**src/rtl/mbist_pkg.sv**
```systemverilog
// Shared definitions for the MBIST address sequencer: FSM state encoding
// and pass-counter sizing.
package mbist_pkg;

  typedef enum logic [0:0] {
    StIdle = 1'b0,
    StRun  = 1'b1
  } state_e;

  localparam int unsigned PassCntW = 8;
  localparam logic [PassCntW-1:0] PassCntMax = 8'd255;

endpackage

```
**src/rtl/mbist_addr_cnt.sv**
```systemverilog
// Loadable up/down address counter. clr beats load, load beats en.
module mbist_addr_cnt #(
  parameter int unsigned ADDR_W = 12
) (
  input  logic              clk,
  input  logic              rst,
  input  logic              clr,
  input  logic              load,
  input  logic [ADDR_W-1:0] load_val,
  input  logic              en,
  input  logic              up,
  output logic [ADDR_W-1:0] cnt
);

  logic [ADDR_W-1:0] cnt_q;

  // Counter register with synchronous reset/clear, load and count.
  always_ff @(posedge clk) begin
    if (rst || clr) begin
      cnt_q <= '0;
    end else if (load) begin
      cnt_q <= load_val;
    end else if (en) begin
      cnt_q <= up ? cnt_q + ADDR_W'(1) : cnt_q - ADDR_W'(1);
    end
  end

  assign cnt = cnt_q;

endmodule

```
**src/rtl/mbist_addr_seq.sv**
```systemverilog
// MBIST address sequencer: walks DEPTH addresses up or down, one per step,
// flags the final address, pulses done at the end and counts passes.
// Optional build macro MBIST_ADDR_ROWFAST_EN swaps the column and row
// fields of the output address (requires DEPTH == 2**ADDR_W).
module mbist_addr_seq
  import mbist_pkg::*;
#(
  parameter int unsigned ADDR_W = 12,
  parameter int unsigned DEPTH  = 4096,
  parameter int unsigned COL_W  = 4
) (
  input  logic                clk,
  input  logic                rst,
  input  logic                start,
  input  logic                dir_up,
  input  logic                step,
  input  logic                abort,
  output logic [ADDR_W-1:0]   addr,
  output logic                busy,
  output logic                last,
  output logic                done,
  output logic [PassCntW-1:0] pass_cnt
);

  localparam logic [ADDR_W-1:0] LastAddr = ADDR_W'(DEPTH - 1);

  // Parameter legality, checked in every build.
  if (ADDR_W < 2 || DEPTH < 2 || DEPTH > (1 << ADDR_W)) begin : g_bad_depth
    $error("mbist_addr_seq: illegal ADDR_W/DEPTH combination");
  end
  if (COL_W < 1 || COL_W >= ADDR_W) begin : g_bad_col
    $error("mbist_addr_seq: COL_W must be in [1, ADDR_W-1]");
  end

  state_e                state_q, state_d;
  logic                  dir_q, dir_d;
  logic                  done_q, done_d;
  logic [PassCntW-1:0]   pass_q, pass_d;
  logic                  cnt_clr, cnt_load, cnt_en;
  logic [ADDR_W-1:0]     cnt_load_val;
  logic [ADDR_W-1:0]     cnt;

  mbist_addr_cnt #(
    .ADDR_W (ADDR_W)
  ) u_cnt (
    .clk      (clk),
    .rst      (rst),
    .clr      (cnt_clr),
    .load     (cnt_load),
    .load_val (cnt_load_val),
    .en       (cnt_en),
    .up       (dir_q),
    .cnt      (cnt)
  );

  // Final address of the sequence, derived from the linear counter.
  always_comb begin
    last = 1'b0;
    if (state_q == StRun) begin
      last = dir_q ? (cnt == LastAddr) : (cnt == '0);
    end
  end

  // Next-state, counter control, done pulse and saturating pass count.
  always_comb begin
    state_d      = state_q;
    dir_d        = dir_q;
    done_d       = 1'b0;
    pass_d       = pass_q;
    cnt_clr      = 1'b0;
    cnt_load     = 1'b0;
    cnt_en       = 1'b0;
    cnt_load_val = '0;
    unique case (state_q)
      StIdle: begin
        if (start) begin
          state_d      = StRun;
          dir_d        = dir_up;
          cnt_load     = 1'b1;
          cnt_load_val = dir_up ? '0 : LastAddr;
        end
      end
      StRun: begin
        if (abort) begin
          state_d = StIdle;
          cnt_clr = 1'b1;
        end else if (step) begin
          if (last) begin
            state_d = StIdle;
            cnt_clr = 1'b1;
            done_d  = 1'b1;
            pass_d  = (pass_q == PassCntMax) ? pass_q : pass_q + 8'd1;
          end else begin
            cnt_en = 1'b1;
          end
        end
      end
      default: state_d = StIdle;
    endcase
  end

  // State registers; rst overrides everything.
  always_ff @(posedge clk) begin
    if (rst) begin
      state_q <= StIdle;
      dir_q   <= 1'b1;
      done_q  <= 1'b0;
      pass_q  <= '0;
    end else begin
      state_q <= state_d;
      dir_q   <= dir_d;
      done_q  <= done_d;
      pass_q  <= pass_d;
    end
  end

  assign busy     = (state_q == StRun);
  assign done     = done_q;
  assign pass_cnt = pass_q;

`ifdef MBIST_ADDR_ROWFAST_EN
  if (DEPTH != (1 << ADDR_W)) begin : g_bad_rowfast
    $error("mbist_addr_seq: row-fast mode needs DEPTH == 2**ADDR_W");
  end
  // Low counter bits become the row field so rows change fastest.
  assign addr = {cnt[COL_W-1:0], cnt[ADDR_W-1:COL_W]};
`else
  assign addr = cnt;
`endif

endmodule
```
**config.mk**
```make
export PLATFORM = sky130hd
export DESIGN_NAME = mbist_addr_seq
export DESIGN_NICKNAME = d
export VERILOG_FILES = /design/src/rtl/mbist_pkg.sv /design/src/rtl/mbist_addr_cnt.sv /design/src/rtl/mbist_addr_seq.sv
export SDC_FILE = /design/constraint.sdc
export NUM_CORES = 1
export LEC_CHECK = 0
export CAP_MARGIN = 30
export CORE_ASPECT_RATIO = 1.5
export CORE_UTILIZATION = 55
export DETAILED_ROUTE_END_ITERATION = 6
export PLACE_DENSITY = 0.92
export REMOVE_ABC_BUFFERS = 1
export SYNTH_ARGS = -nofsm -noshare
export SYNTH_HDL_FRONTEND = slang
export SYNTH_SLANG_ARGS = --single-unit
```
**constraint.sdc**
```tcl
create_clock -name clk -period 5.2 [get_ports clk]
set_input_delay 0.78 -clock clk [delete_from_list [all_inputs] [get_ports clk]]
set_output_delay 0.78 -clock clk [all_outputs]
set_load 0.05 [all_outputs]
```
Yosys cells after proc, flatten, opt, wreduce, memory -nomap -nowiden
Index checks and enable logic that the tools add are counted.
{ "word_totals": {"reg_bits": 23, "output_inout_bits": 23, "wordCells": 40} }
{ "classes": {"addsub": 3, "eq_ne": 2, "n_mux": 21, "bitwise": 3, "n_reduce_logical": 6} }
{ "ops": {"columns": ["cell", "n"], "rows": [
  ["$mux W12", 6],
  ["$mux W1", 14],
  ["$add A12 B1 Y12 const B", 1],
  ["$eq A12 B12 Y1 const B", 1],
  ["$logic_not A12 Y1", 1],
  ["$sub A12 B1 Y12 const B", 1],
  ["$add A8 B1 Y8 const B", 1],
  ["$eq A8 B8 Y1 const B", 1],
  ["$reduce_and A5 Y1", 1],
  ["$not A1 Y1", 3],
  ["$reduce_or A3 Y1", 1],
  ["$pmux W1 S2", 1],
  ["$reduce_and A2 Y1", 1],
  ["$reduce_bool A2 Y1", 1],
  ["$logic_or A1 B1 Y1", 1]
]} }

Longest topological paths before layout
{ "depth": {"word_depth": 9, "ltp_mapped": 9, "mapped_depth_nobuf": 8} }

Modules after synthesis
Synthesis repeated with hierarchy kept, for this count alone.
{ "hier_totals": {"cells_unflattened": 197, "hier_area_um2": 1639.1} }
{ "modules_own_cells": {"columns": ["module", "instances", "cells_per_inst", "area_per_inst_um2", "seq_area_each_um2"], "rows": [
  ["mbist_addr_cnt", 1, 119, 991.0, 240.2],
  ["mbist_addr_seq", 1, 78, 648.1, 220.2]
]} }

Worst setup path after synthesis
OpenSTA, ideal clock, no wires.
{ "synth_timing": {"kind": "register to output", "start": "reg u_cnt.cnt_q[5] (netlist: u_cnt.cnt[5])", "end": "out last", "arrival_time_ns": 2.038, "t_required_ns": 4.420, "slack_ns": 2.382, "path_stages_with_launch": 5, "n_path_buf": 0, "cell_sequence": "dfxtp_1 > nand4_1 > nor4_4 > nor2_1 > nor2b_1"} }
{ "synth_via": {"elab_chain_len": 3, "word_cells_on_any_way": 4, "cone_classes": "1 x eq/ne; 2 x mux; 1 x reduce/logical"} }
{ "synth_rtl": {"columns": ["element", "line", "text"], "rows": [
  ["start: declaration", "mbist_addr_cnt.sv:15", "logic [ADDR_W-1:0] cnt_q;"],
  ["start signal: assignment", "mbist_addr_cnt.sv:22", "cnt_q <= load_val;"],
  ["start signal: assignment", "mbist_addr_cnt.sv:24", "cnt_q <= up ? cnt_q + ADDR_W'(1) : cnt_q - ADDR_W'(1);"],
  ["$eq A12 B12 Y1 / $logic_not A12 Y1 (equally long branches)", "mbist_addr_seq.sv:60", "last = dir_q ? (cnt == LastAddr) : (cnt == '0);"],
  ["$mux W1 (*)", "mbist_addr_seq.sv:60", null],
  ["$mux W1 (*)", "mbist_addr_seq.sv:59", "if (state_q == StRun) begin"],
  ["end: declaration", "mbist_addr_seq.sv:20", "output logic last,"]
]} }
Mark *: on every way between the ends. The rest lies on a longest branch, timed or not.

Worst setup path in the final report
{ "layout_timing": {"start": "reg u_cnt.cnt_q[0] (netlist: u_cnt.cnt[0])", "end": "out last"} }
The elaborated chain is that of the path after synthesis.

==> results_dict.tcl <==
set metrics [dict create \
    setup_tns_ps 0 \
    post-route-period-util_pct 58.0 \
    first_pass_iters 4 \
    power.density_nw_per_um2 244 \
    met2_wirelength_um 2120 \
    peakVddDrop_mv 0.194 \
    required_ps 4420 \
    antenna_cells 0 \
    drt-met1-wl_um 1440 \
    antenna_found_initial 0 \
    ys_seq_area_share_pct 30.1 \
    crit_type "register to primary output" \
    top_layer "met4" \
    antenna_left 0 \
    yosysTopAreaCell "dfxtp_1" \
    numCtsBuffers 3 \
    cp_num_buf_inv 1 \
    crit_family "buffers and inverters" \
    final_max_slew_viol_count 0 \
    wl_met3_um 134 \
    area_delta_synth_final_pct 22.3 \
    place.gp.congestion 0.861 \
    drive_gt1_share_pct 5.88 \
    grt_max_degree 15 \
    n_fill_cell 231 \
    setup_viol 0 \
    slowest_delay_ps 800 \
    skew_ps 6.05 \
    status "complete, no violations" \
    max_freq_ghz 0.332 \
    path_cells "nand2_2 > nor4_4 > nor2_1 > nor2b_1 > clkdlybuf4s50_1" \
    std_cell_rows 23 \
    ys_top_cells_by_area "dfxtp_1 (30%), ha_1 (9.0%), xnor2_1 (7.5%)" \
    track_usage_pct 28.4 \
    drc 0 \
    rsz0062_at_grt "no" \
    period_needed_ps 3010 \
    dieArea_um2 3000 \
    cts_max_path_buffers 2 \
    ys_ff_latch 23 \
    wirelength_um 3760 \
    cts_sinks 23 \
    yosys_warnings 0 \
    cp_max_fo 6 \
    start_kind "register" \
    min_path_type "register to register" \
    arrival_ps 2230 \
    cts_max_level 1 \
    postCtsHoldBufs 0 \
    fin_total_pwr_uw 456 \
    root_buffer "clkbuf_8" \
    p_leak_nw 0.706 \
    cts_tree "done" \
    synthCells 178 \
    clock_latency_ps 270 \
    crit_slowest_cell "clkdlybuf4s50_1" \
    dpl_cell_area_um2 1820 \
    tightest_slew_ps 653 \
    coreArea_um2 2650 \
    initial_core_util_pct 57.7 \
    path_clk_slew_ps 80 \
    port_buffers 28 \
    post-cts-setup-buffers 0 \
    worstSetupEndpointType "primary output" \
    grt_pass1_vias 1386 \
    vias_per_cell 6.00 \
    overflow 0 \
    via_count 1447 \
    wl_per_cell_um 15.6 \
    synth_area_um2 1530 \
    grt_pass1_wl_um 6230 \
    io_pins 29 \
    synth_area_per_cell_um2 8.58 \
    die-height_um 66.6 \
    cts-resized-gates 0 \
    cap_violations 0 \
    synth_edf_count 0 \
    hold_viol_final 0 \
    dp.final_hpwl_um 2970 \
    synth_top_area_share_pct 30.1 \
    synth-async-reset-ratio_pct 0 \
    fin_nets 223 \
    stdcell_area_um2 1870 \
    ys_types 42 \
    drt_iter0_markers 52 \
    die_w_um 45.0 \
    synthFlopType "dfxtp_1" \
    relSlewSlack_pct 56.5 \
]
==> metrics by stage <==
stage	hold WS (ps)	std cells	util, %	setup WS (ps)
after floorplan	695	172	-	2380
after detailed placement	530	237	68.9	2480
after global routing	576	241	70.6	2060
after CTS	540	241	70.6	2190
final	543	241	70.6	2190
after global placement	499	237	68.9	2520
==> synthesized netlist by cell type (3+ instances only) <==
master	count
a31oi_1	4
clkbuf_1	3
a21oi_1	18
a211oi_1	5
nor4_1	5
a21o_1	3
mux2i_1	5
dfxtp_1	23
nand4_1	3
xor2_1	6
xnor2_1	13
o21ai_0	7
nor2b_1	4
nor2_1	19
nand2_1	11
nor3_1	5
and3_1	3
nand3_1	5
ha_1	11
==> flip-flops by register name, summed over array words and instances, names as in the netlist <==
| name | cells |
|---|---|
| dir_q | 1 |
| u_cnt.cnt | 12 |
| done | 1 |
| busy | 1 |
| pass_cnt | 8 |
==> cell families (layout without fill, tap and decap cells) <==
group,count (synthesis),in the layout,share of synthesized area [%]
xor gates and xnor gates,19,19,10.9
AOI/OAI and AO/OA,47,47,20.4
DFF,23,23,30.1
adders and majority gates,12,12,10.3
buffers and inverters,8,34,2.54
muxes,5,5,3.28
and+or+nand+nor,64,64,22.4
==> where the power goes <==
part / leakage [nW] / total, mW / switching [mW] / internal, mW
Clock: 0.0228 / 0.112 / 0.0570 / 0.0548
Sequential: 0.188 / 0.200 / 0.0144 / 0.186
Combinational: 0.495 / 0.145 / 0.0900 / 0.0546
Total: 0.706 / 0.456 / 0.161 / 0.295
==> layout make-up <==
| cell class | count | area, um^2 | area share (%) |
|---|---|---|---|
| Tap cell | 37 | 46.3 | 2.48 |
| Clock buffer | 4 | 45.0 | 2.41 |
| Timing Repair Buffer | 28 | 280 | 15.0 |
| Sequential cell | 23 | 460 | 24.6 |
| Multi-Input combinational cell | 147 | 1030 | 55.1 |
| Inverter | 2 | 7.51 | 0.402 |
==> cells in the final DEF, fill, tap and decap left out, types with 2 or more instances in the layout <==
cell	n
and3_1	3
xnor2_1	13
a21oi_1	18
a211oi_1	5
a21o_1	3
o21ai_0	7
a31oi_1	4
nand4_1	3
nand3_1	5
nor4_1	5
nor2b_1	4
nand2b_1	2
inv_1	2
nor2_1	19
ha_1	11
dfxtp_1	23
xor2_1	6
clkbuf_8	3
clkdlybuf4s50_1	28
nand2_1	11
mux2i_1	5
nor3_1	5
==> worst paths after layout <==
check | from | end | slack [ps] | depth (start not counted)
worst max register to register | dir_q | u_cnt.cnt[11] | 2680 | 8
worst max-delay path | u_cnt.cnt[0] | last | 2190 | 5
worst min-delay path | pass_cnt[1] | pass_cnt[1] | 540 | 2
worst min register to register | pass_cnt[1] | pass_cnt[1] | 540 | 2
==> metal layers <==
metal	up-vias	global-route usage, %
met5	-	0
li1	703	-
met3	7	4.88
met4	0	9.47
met1	697	28.3
met2	40	55.6
==> worst min-delay path, cell delays in order, from the launching register on <==
cell     delay [ps]
dfxtp_1         350
o21ai_0          80
a21oi_1          70
No activity file was read; power rests on OpenSTA's default activity.
